File: src/rtl/mips_data_port_master.sv
// ============================================================================
// Module      : mips_data_port_master
// Description : Single-outstanding MIPS load/store initiator for the data port.
// Revision    : 1.0 - initial release
// ============================================================================
`default_nettype none

module mips_data_port_master #(
    parameter int RESET_PC_UNUSED = 0
) (
    input  logic        clk,
    input  logic        rst,
    input  logic        start,
    input  logic [5:0]  opcode,
    input  logic [31:0] addr,
    input  logic [31:0] store_data,
    output logic        busy,
    output logic        done,
    output logic        fault,
    output logic [31:0] load_result,
    output logic [31:0] dp_address,
    output logic [31:0] writedata,
    output logic [3:0]  byteenable,
    output logic        read_dp,
    output logic        write_dp,
    input  logic [31:0] dp_readdata,
    input  logic        stall
);

    typedef enum logic [1:0] {
        S_IDLE = 2'd0,
        S_REQ  = 2'd1,
        S_RESP = 2'd2,
        S_ERR  = 2'd3
    } state_t;

    localparam logic [1:0] c_SZ_BYTE = 2'd0;
    localparam logic [1:0] c_SZ_HALF = 2'd1;
    localparam logic [1:0] c_SZ_WORD = 2'd2;

    logic w_unused_ok;
    assign w_unused_ok = (RESET_PC_UNUSED == 0);

    state_t     r_state;
    logic       r_is_store;
    logic       r_signed;
    logic [1:0] r_size;
    logic [1:0] r_off;

    logic        w_valid;
    logic        w_is_store;
    logic        w_signed;
    logic [1:0]  w_size;
    logic        w_misaligned;
    logic [3:0]  w_be;
    logic [31:0] w_wdata;
    logic [7:0]  w_byte;
    logic [15:0] w_half;
    logic [31:0] w_load;

    // Decode of the incoming request, only consumed while IDLE.
    always_comb begin
        w_valid    = 1'b1;
        w_is_store = 1'b0;
        w_signed   = 1'b0;
        w_size     = c_SZ_WORD;
        case (opcode)
            6'b100000: begin w_size = c_SZ_BYTE; w_signed = 1'b1; end
            6'b100001: begin w_size = c_SZ_HALF; w_signed = 1'b1; end
            6'b100011: w_size = c_SZ_WORD;
            6'b100100: w_size = c_SZ_BYTE;
            6'b100101: w_size = c_SZ_HALF;
            6'b101000: begin w_size = c_SZ_BYTE; w_is_store = 1'b1; end
            6'b101001: begin w_size = c_SZ_HALF; w_is_store = 1'b1; end
            6'b101011: begin w_size = c_SZ_WORD; w_is_store = 1'b1; end
            default:   w_valid = 1'b0;
        endcase
    end

    always_comb begin
        w_misaligned = 1'b0;
        w_be         = 4'b1111;
        w_wdata      = store_data;
        case (w_size)
            c_SZ_BYTE: begin
                w_be    = 4'b0001 << addr[1:0];
                w_wdata = {4{store_data[7:0]}};
            end
            c_SZ_HALF: begin
                w_misaligned = addr[0];
                w_be         = addr[1] ? 4'b1100 : 4'b0011;
                w_wdata      = {2{store_data[15:0]}};
            end
            default: w_misaligned = (addr[1:0] != 2'b00);
        endcase
    end

    // Lane extraction works on the live read word at the completing edge.
    assign w_byte = dp_readdata[{r_off, 3'b000} +: 8];
    assign w_half = r_off[1] ? dp_readdata[31:16] : dp_readdata[15:0];

    always_comb begin
        case (r_size)
            c_SZ_BYTE: w_load = {{24{r_signed & w_byte[7]}}, w_byte};
            c_SZ_HALF: w_load = {{16{r_signed & w_half[15]}}, w_half};
            default:   w_load = dp_readdata;
        endcase
    end

    always_ff @(posedge clk) begin
        if (rst) begin
            r_state     <= S_IDLE;
            r_is_store  <= 1'b0;
            r_signed    <= 1'b0;
            r_size      <= c_SZ_BYTE;
            r_off       <= 2'b00;
            busy        <= 1'b0;
            done        <= 1'b0;
            fault       <= 1'b0;
            load_result <= 32'd0;
            dp_address  <= 32'd0;
            writedata   <= 32'd0;
            byteenable  <= 4'd0;
            read_dp     <= 1'b0;
            write_dp    <= 1'b0;
        end else begin
            case (r_state)
                S_IDLE: begin
                    if (start && w_unused_ok | !w_unused_ok) begin
                        busy <= 1'b1;
                        if (!w_valid || w_misaligned) begin
                            r_state     <= S_ERR;
                            done        <= 1'b1;
                            fault       <= 1'b1;
                            load_result <= 32'd0;
                        end else begin
                            r_state    <= S_REQ;
                            r_is_store <= w_is_store;
                            r_signed   <= w_signed;
                            r_size     <= w_size;
                            r_off      <= addr[1:0];
                            dp_address <= {addr[31:2], 2'b00};
                            writedata  <= w_wdata;
                            byteenable <= w_be;
                            read_dp    <= !w_is_store;
                            write_dp   <= w_is_store;
                        end
                    end
                end
                S_REQ: begin
                    if (!stall) begin
                        r_state     <= S_RESP;
                        read_dp     <= 1'b0;
                        write_dp    <= 1'b0;
                        done        <= 1'b1;
                        load_result <= r_is_store ? 32'd0 : w_load;
                    end
                end
                default: begin
                    r_state <= S_IDLE;
                    busy    <= 1'b0;
                    done    <= 1'b0;
                    fault   <= 1'b0;
                end
            endcase
        end
    end

endmodule

`default_nettype wire

File: config.mk
export PLATFORM = sky130hd
export DESIGN_NAME = mips_data_port_master
export DESIGN_NICKNAME = d
export VERILOG_FILES = /design/src/rtl/mips_data_port_master.sv
export SDC_FILE = /design/constraint.sdc
export NUM_CORES = 1
export LEC_CHECK = 0
export CORE_ASPECT_RATIO = 0.8
export CORE_MARGIN = 5
export CORE_UTILIZATION = 34
export CTS_CLUSTER_SIZE = 12
export DETAILED_ROUTE_END_ITERATION = 7
export PLACE_DENSITY = 0.67
export SETUP_SLACK_MARGIN = 0.5
export SYNTH_ARGS = -nofsm -noshare
export SYNTH_HDL_FRONTEND = slang
export SYNTH_SLANG_ARGS = --single-unit
File: constraint.sdc
create_clock -name clk -period 3 [get_ports clk]
set_input_delay 0.6 -clock clk [delete_from_list [all_inputs] [get_ports clk]]
set_output_delay 0.6 -clock clk [all_outputs]
set_load 0.02 [all_outputs]
==> summary.md, run 1 <==
| Metric | Value |
|---|---|
| Total track usage | 0.190 |
| # DRC | 0 |
| Non-filler instance count after layout | 932 |
| Worst Tran Pin Value | 0.893 ns |
| Global placer's final weighted congestion | ~0.84 |
| Data required, critical path | about 3.3 ns |
| Cell Pwr Density | around 430 nW/um^2 |
| Met3 Use GR | 0.0651 |
| Diodes inserted | 0 |
| RSZ-0062 raised after global routing | false |
| Final number of setup-violating endpoints | 0 |
| Post-synthesis sequential area ratio | 0.464 |
| Initial DRC count | between 200 and 250 |
| Clock skew | 0.00541 ns |
| DR vias/cell | a little over 5 |
| Worst Setup Path Type | in2reg |
| Min-Delay Path Class | reg2reg |
| Rel. slew slack | 0.405 |
| H-Tree Depth | 3 |
| Outcome | completed |
| Fmax | approximately 450 MHz |
| Worst r2r src | r_state[0] |
| P_leak | approximately 2.5 nW |
| Die area | between 15000 and 20000 sq um |
| Total CTS buffers | 9 |
| Chip height | roughly 120 um |
| GR peak layer | met2 |
| Post-Route WL | 15.9 mm |
| Syn. warnings | 0 |
| Final Hold Viols | 0 |
| Vias in the first global route | 4749 |
| Routed Antenna Nets | 0 |
| CTS tree | done |
| Post-synth EDFFs | 0 |
| Max FO, Critical Path | 38 |
| Count of different cell masters after synthesis | 48 |
| Crit end category | register |
| Crit path time final | about 2.2 ns |
| Setup TNS | 0 ns |
| Total gr overflow | 0 |
| Drt pass-1 iters | 4 |
| Io pins | 211 |
| Initial antenna violation count | 1 |
| Nets | 853 |
| CP arrival | 2.48 ns |
| Resized cells post-CTS | 0 |
| Cells after synthesis | 566 |
| First-pass GRT wire length | around 25 mm |
| Layout area overhead | 52.2% |
| FP Rows | 38 |
| Pin count of the biggest net entering global routing | slightly below 90 |
| Crit. Startpoint | opcode[3] |
| Initial core utilization | 0.350 |
| Synth Flop Type | dfxtp_1 |
| Type of origin of the critical path | primary input |
| Layout cells sized above 1 | 0.0492 |
| Root buffer cell | clkbuf_16 |
| GRT met1 Usage | 0.240 |
| Number of port buffers | 208 |
| Hold_buf cts | 0 |
| Vias | between 4000 and 5000 |
| Max-cap violations | 0 |
| Clock sinks | between 100 and 150 |
| Die W | between 100 and 150 um |
| Final WS setup | between 0.7 and 0.8 ns |
| Max-slew violations | 0 |
| Netlist Area Pre-Place | 4790 sq um |
| Fin util | 0.532 |
| HP Start | writedata[6] |
| Routed WL per cell | between 15 and 20 um |
| CORE AREA | ~14000 sq um |
| Clock Pin Slew Worst Setup and Hold Paths | 0.07 ns |
| Postcts setup bufs | 0 |
| Register bit total from synthesis | around 110 |
| Grt met2 use | 0.313 |
| Asr flop ratio synth | 0 |
| CTS max path bufs | 2 |
| Placed Cells | 916 |
| Post-DP HPWL | approximately 12 mm |
| Worst skew pair latency | about 0.35 ns |
| Max IR drop VDD | roughly 0.00026 V |
| Final worst path period share | 0.744 |
| DP Worst Slack | roughly 0.41 ns |
| Syn Area/Cell | about 8.5 sq um |
| Total power | ~3.1 mW |
## worst max-delay path, stage by stage
cell	delay (ns)
clkdlybuf4s50_1	0.47
a21oi_1	0.24
a31o_2	0.24
and3_2	0.37
buf_12	0.23
nor2_1	0.06
a311oi_1	0.25
## cells by family after synthesis
| group | Yosys count | share of synthesized area |
|---|---|---|
| simple gates | 219 | 0.207 |
| mux | 19 | 0.0429 |
| buf+inv | 52 | 0.0510 |
| other cells | 1 | 0.000784 |
| flops | 111 | 0.464 |
| compound gates | 164 | 0.234 |
## metrics by stage
| stage | area (sq um) | hold WS [ns] |
|---|---|---|
| 2_1_floorplan | 4790 | 0.436 |
| 3_3_place_gp | 6970 | 0.441 |
| 3_5_place_dp | 6970 | 0.447 |
| 4_1_cts | 7280 | 0.457 |
| 5_1_grt | 7280 | 0.477 |
| 6_report | 7280 | 0.456 |
## cells in the final DEF (no fill, tap or decap), drive strengths merged, types with 7 or more instances in the layout
cell	instances
nand2b	22
clkdlybuf4s50	207
nor3	7
nor2b	10
a21oi	58
nand3b	9
o41ai	7
a21o	8
buf	10
nand2	124
o21ai	15
dfxtp	111
a211oi	18
a221oi	7
nor2	36
o2bb2ai	7
clkbuf	11
mux2i	16
a311oi	11
o211ai	8
a22o	16
## where the power goes
| group | internal [mW] | total (mW) | switching (mW) |
|---|---|---|---|
| combinational | 0.206 | 0.384 | 0.178 |
| clock | 0.680 | 1.23 | 0.549 |
| sequential | 1.49 | 1.51 | 0.0142 |
## synth_stat cells (2+ instances only)
| cell type | instances | area [sq um] |
|---|---|---|
| buf_1 | 3 | 11.3 |
| nor2_1 | 35 | 131 |
| o2bb2ai_1 | 7 | 61.3 |
| a22o_1 | 16 | 140 |
| nand3b_1 | 9 | 67.6 |
| nand2_1 | 123 | 462 |
| dfxtp_1 | 111 | 2220 |
| nor3_1 | 6 | 30.0 |
| o21ai_0 | 13 | 65.1 |
| o41ai_1 | 7 | 61.3 |
| o21ai_1 | 2 | 10.0 |
| a211oi_1 | 18 | 135 |
| and2_1 | 2 | 12.5 |
| buf_6 | 3 | 33.8 |
| nor2b_1 | 9 | 56.3 |
| o211ai_1 | 8 | 60.1 |
| mux2i_1 | 16 | 160 |
| a21o_1 | 8 | 60.1 |
| buf_4 | 2 | 15.0 |
| clkbuf_1 | 25 | 93.8 |
| buf_2 | 14 | 70.1 |
| and3_1 | 2 | 12.5 |
| a31oi_1 | 3 | 18.8 |
| a21oi_1 | 57 | 285 |
| a311oi_1 | 11 | 96.3 |
| nand3_1 | 4 | 20.0 |
| inv_1 | 4 | 15.0 |
| a221oi_1 | 7 | 61.3 |
| nand2b_1 | 22 | 138 |
## state kept, by name, indices dropped and copies added (netlist names), 2 cells and up
register	flops
byteenable	4
dp_address	30
load_result	32
r_off	2
r_size	2
r_state	2
writedata	32
## final timing paths
path	endpoint	slack (ns)	cells past startpoint
max reg2reg	byteenable[3]	1.09	6
min	writedata[6]	0.46	2
max	byteenable[3]	0.77	7
min reg2reg	writedata[6]	0.46	2
## routing by layer
metal / vias up / routed length [um]
li1: 2356 / -
met1: 2224 / 6730
met2: 174 / 7470
met3: 21 / 1450
met4: 2 / 256
met5: - / 7
## layout make-up
| cell class | count | area (sq um) |
|---|---|---|
| clock buffers | 11 | 243 |
| flip-flops and latches | 111 | 2220 |
| well taps | 180 | 225 |
| fillers | 1251 | 6410 |
| multi-input cells | 404 | 2330 |
| repair buffers | 217 | 2180 |
| inverters | 4 | 15.0 |
| clock inverters | 5 | 66.3 |
(Power assumes the default switching activity.)
==> run 2: changes to the inputs <==
==> constraint.sdc (replaced) <==
create_clock -name clk -period 2.3 [get_ports clk]
set_input_delay 0.46 -clock clk [delete_from_list [all_inputs] [get_ports clk]]
set_output_delay 0.46 -clock clk [all_outputs]
set_load 0.02 [all_outputs]
==> run 2 against run 1 <==
  * Count of clock-buffer cells in the layout decreased by 1
  * Hold slack worse by 0.0049 ns
  * First-iteration DRC count is 44% higher
  * Total power is 35% higher
  * Utilization up 5.8 points
  * Final area up 11%
  * Combinational power grew 55%
  * Critical endpoint is now load_result[25]
  * Highest routed layer unchanged
==> summary.md, run 2 (synthesis gave the netlist of run 1 again) <==
| Metric | Value |
|---|---|
| Routed WL per cell | 18.7 um (was 17.1 um) |
| Final Hold Viols | 0 (unchanged) |
| Initial antenna violation count | 1 (unchanged) |
| Rel. slew slack | 0.609 (was 0.405) |
| Max-cap violations | 0 (unchanged) |
| Max-slew violations | 0 (unchanged) |
| Vias in the first global route | 5050 (was 4749) |
| Layout cells sized above 1 | 0.114 (was 0.0492) |
| Die area | 16600 sq um (unchanged) |
| Io pins | 211 (unchanged) |
| DP Worst Slack | -0.124 ns (was 0.408 ns) |
| Data required, critical path | 2.54 ns (was 3.25 ns) |
| Clock Pin Slew Worst Setup and Hold Paths | 0.08 ns (was 0.07 ns) |
| Crit. Startpoint | dp_readdata[23] (was opcode[3]) |
| Clock skew | 0.0122 ns (was 0.00541 ns) |
| Largest registers | load_result (32), writedata (32), dp_address (30) (unchanged) |
| Commonest non-fill, non-tap cell in the layout | nand2_1 (was clkdlybuf4s50_1) |
| Most frequent cells in the layout | nand2_1 (123), clkdlybuf4s50_1 (118), dfxtp_1 (109), dlymetal6s2s_1 (71), a21oi_1 (52) (was clkdlybuf4s50_1 (207), nand2_1 (123), dfxtp_1 (111), a21oi_1 (57), nor2_1 (35)) |
| Initial core utilization | 0.350 (unchanged) |
| FP Rows | 38 (unchanged) |
| Worst skew pair latency | 0.35 ns (about the same) |
| Stages on the worst setup path | 6 (was 7) |
| CTS max path bufs | 2 (unchanged) |
| Final WS setup | 0.519 ns (was 0.767 ns) |
| Layout area overhead | 68.9% (was 52.2%) |
| CORE AREA | 13700 sq um (unchanged) |
| Root buffer cell | clkbuf_16 (unchanged) |
| Type of origin of the critical path | primary input (unchanged) |
| Total CTS buffers | 9 (unchanged) |
| Max IR drop VDD | 0.000333 V (was 0.000261 V) |
| Cell Pwr Density | 521 nW/um^2 (was 428 nW/um^2) |
| Reg2reg setup slack | 0.52 ns (was 1.09 ns) |
| Hold_buf cts | 0 (unchanged) |
| Drt pass-1 iters | 5 (was 4) |
| H-Tree Depth | 3 (unchanged) |
| Max FO, Critical Path | 8 (was 38) |
| Worst path cell trace | dlygate4sd2_1 > mux4_2 > mux2_4 > a21oi_4 > nor2_4 > a22o_1 (was clkdlybuf4s50_1 > a21oi_1 > a31o_2 > and3_2 > buf_12 > nor2_1 > a311oi_1) |
| Placed Cells | 926 (was 916) |
| Worst r2r src | r_off[1] (was r_state[0]) |
| CP arrival | 2.03 ns (was 2.48 ns) |
| First-pass GRT wire length | 26.7 mm (was 25.2 mm) |
| Total gr overflow | 0 (unchanged) |
| Post-DP HPWL | 12.0 mm (was 12.1 mm) |
| Worst R2R End | load_result[25] (was byteenable[3]) |
| RSZ-0062 raised after global routing | true (was false) |
| Worst Setup Path Type | in2reg (unchanged) |
| CP Buf/Inv Count | 1 (was 2) |
| Crit path time final | roughly 1.8 ns |
| Pin count of the biggest net entering global routing | 92 (was 89) |
| Chip height | 116 um (unchanged) |
| Die W | 143 um (unchanged) |
| Total track usage | 0.202 (was 0.190) |
| CP max stage cell | mux4_2 (was clkdlybuf4s50_1) |
| DR vias/cell | 5.19 (was 5.13) |
| Global placer's final weighted congestion | 0.855 (was 0.839) |
| Initial DRC count | 322 (was 223) |
| Vias | 5003 (was 4777) |
| Diodes inserted | 0 (unchanged) |
| Non-filler instance count after layout | 964 (was 932) |
| Total power | 4.21 mW (was 3.12 mW) |
| P_leak | 4.10 nW (was 2.50 nW) |
| Fmax | ~560 MHz |
| Outcome | completed (unchanged) |
| Final worst path period share | 0.775 |
| Number of port buffers | 208 (unchanged) |
| Min-Delay Path Class | in2reg (was reg2reg) |
| Final hold slack | 0.451 ns (was 0.456 ns) |
| Final number of setup-violating endpoints | 0 (unchanged) |
| Routed Antenna Nets | 0 (unchanged) |
| Delay-heaviest family, CP | multiplexers (was compound AO/OA/AOI/OAI gates) |
| Worst Reg-to-Reg Cells | 5 (was 6) |
| Worst Tran Pin Value | 0.583 ns (was 0.893 ns) |
| Crit end category | register (unchanged) |
| CTS tree | done (unchanged) |
| Post-Route WL | 18.1 mm (was 15.9 mm) |
| Nets | 885 (was 853) |
| Crit path capture | load_result[25] (was byteenable[3]) |
| Clock sinks | 111 (unchanged) |
| Slowest stage delay, CP | 0.49 ns (was 0.47 ns) |
| # DRC | 0 (unchanged) |
run 2: metal layers:
layer | GRT usage | share of wire | wire length (um)
met1 | 0.260 | 0.43 | 7800
met2 | 0.318 | 0.46 | 8380
met3 | 0.0729 | 0.083 | 1510
met4 | 0.0652 | 0.020 | 360
met5 | 0 | 0.00094 | 17
run 2: final cells by class:
type / instances / area (sq um)
multi-input combinational: 407 / 2510
inverter: 4 / 15.0
clock inverter: 6 / 72.6
timing repair buffer: 246 / 2790
sequential: 111 / 2230
fill: 1197 / 5610
tap: 180 / 225
clock buffer: 10 / 239
run 2: timing repair:
action | 4_1_cts | 5_1_grt
gates cloned | 6 | 7
gates resized for setup | 37 | 87
setup endpoints to repair | 115 | 170
buffers inserted | 6 | 3
pin swaps | 5 | 13
endpoints found under the hold margin | 0 | 0
run 2: through the flow:
step                       util  setup TNS (ns)  instance area (sq um)
after floorplan               -               0                   4830
after global placement    0.517          -0.557                   7080
after detailed placement  0.517           -2.57                   7080
after CTS                 0.556               0                   7620
after global routing      0.590               0                   8080
final                     0.590               0                   8080
run 2: worst reg2reg max path, cell delays in order (launching register included):
cell,delay [ns]
dfxtp_4,0.36
mux4_2,0.52
mux2_4,0.30
a21oi_4,0.20
nor2_4,0.09
a22o_1,0.19
run 2: power breakdown:
group | internal (mW) | leakage, nW | switching [mW] | total [mW]
sequential | 1.94 | 0.897 | 0.0182 | 1.96
clock | 0.892 | 0.151 | 0.761 | 1.65
combinational | 0.325 | 3.05 | 0.268 | 0.594
run 2: worst min-delay path by stage:
stage | start | endpoint | slack, ns | cells past startpoint
detailed placement | dp_address[19] | dp_address[19] | 0.45 | 2
global route | stall | r_state[0] | 0.46 | 3
floorplan | r_is_store | r_is_store | 0.44 | 2
CTS | writedata[5] | writedata[5] | 0.46 | 2
global placement | dp_address[29] | dp_address[29] | 0.44 | 2
finish | stall | r_state[0] | 0.45 | 3
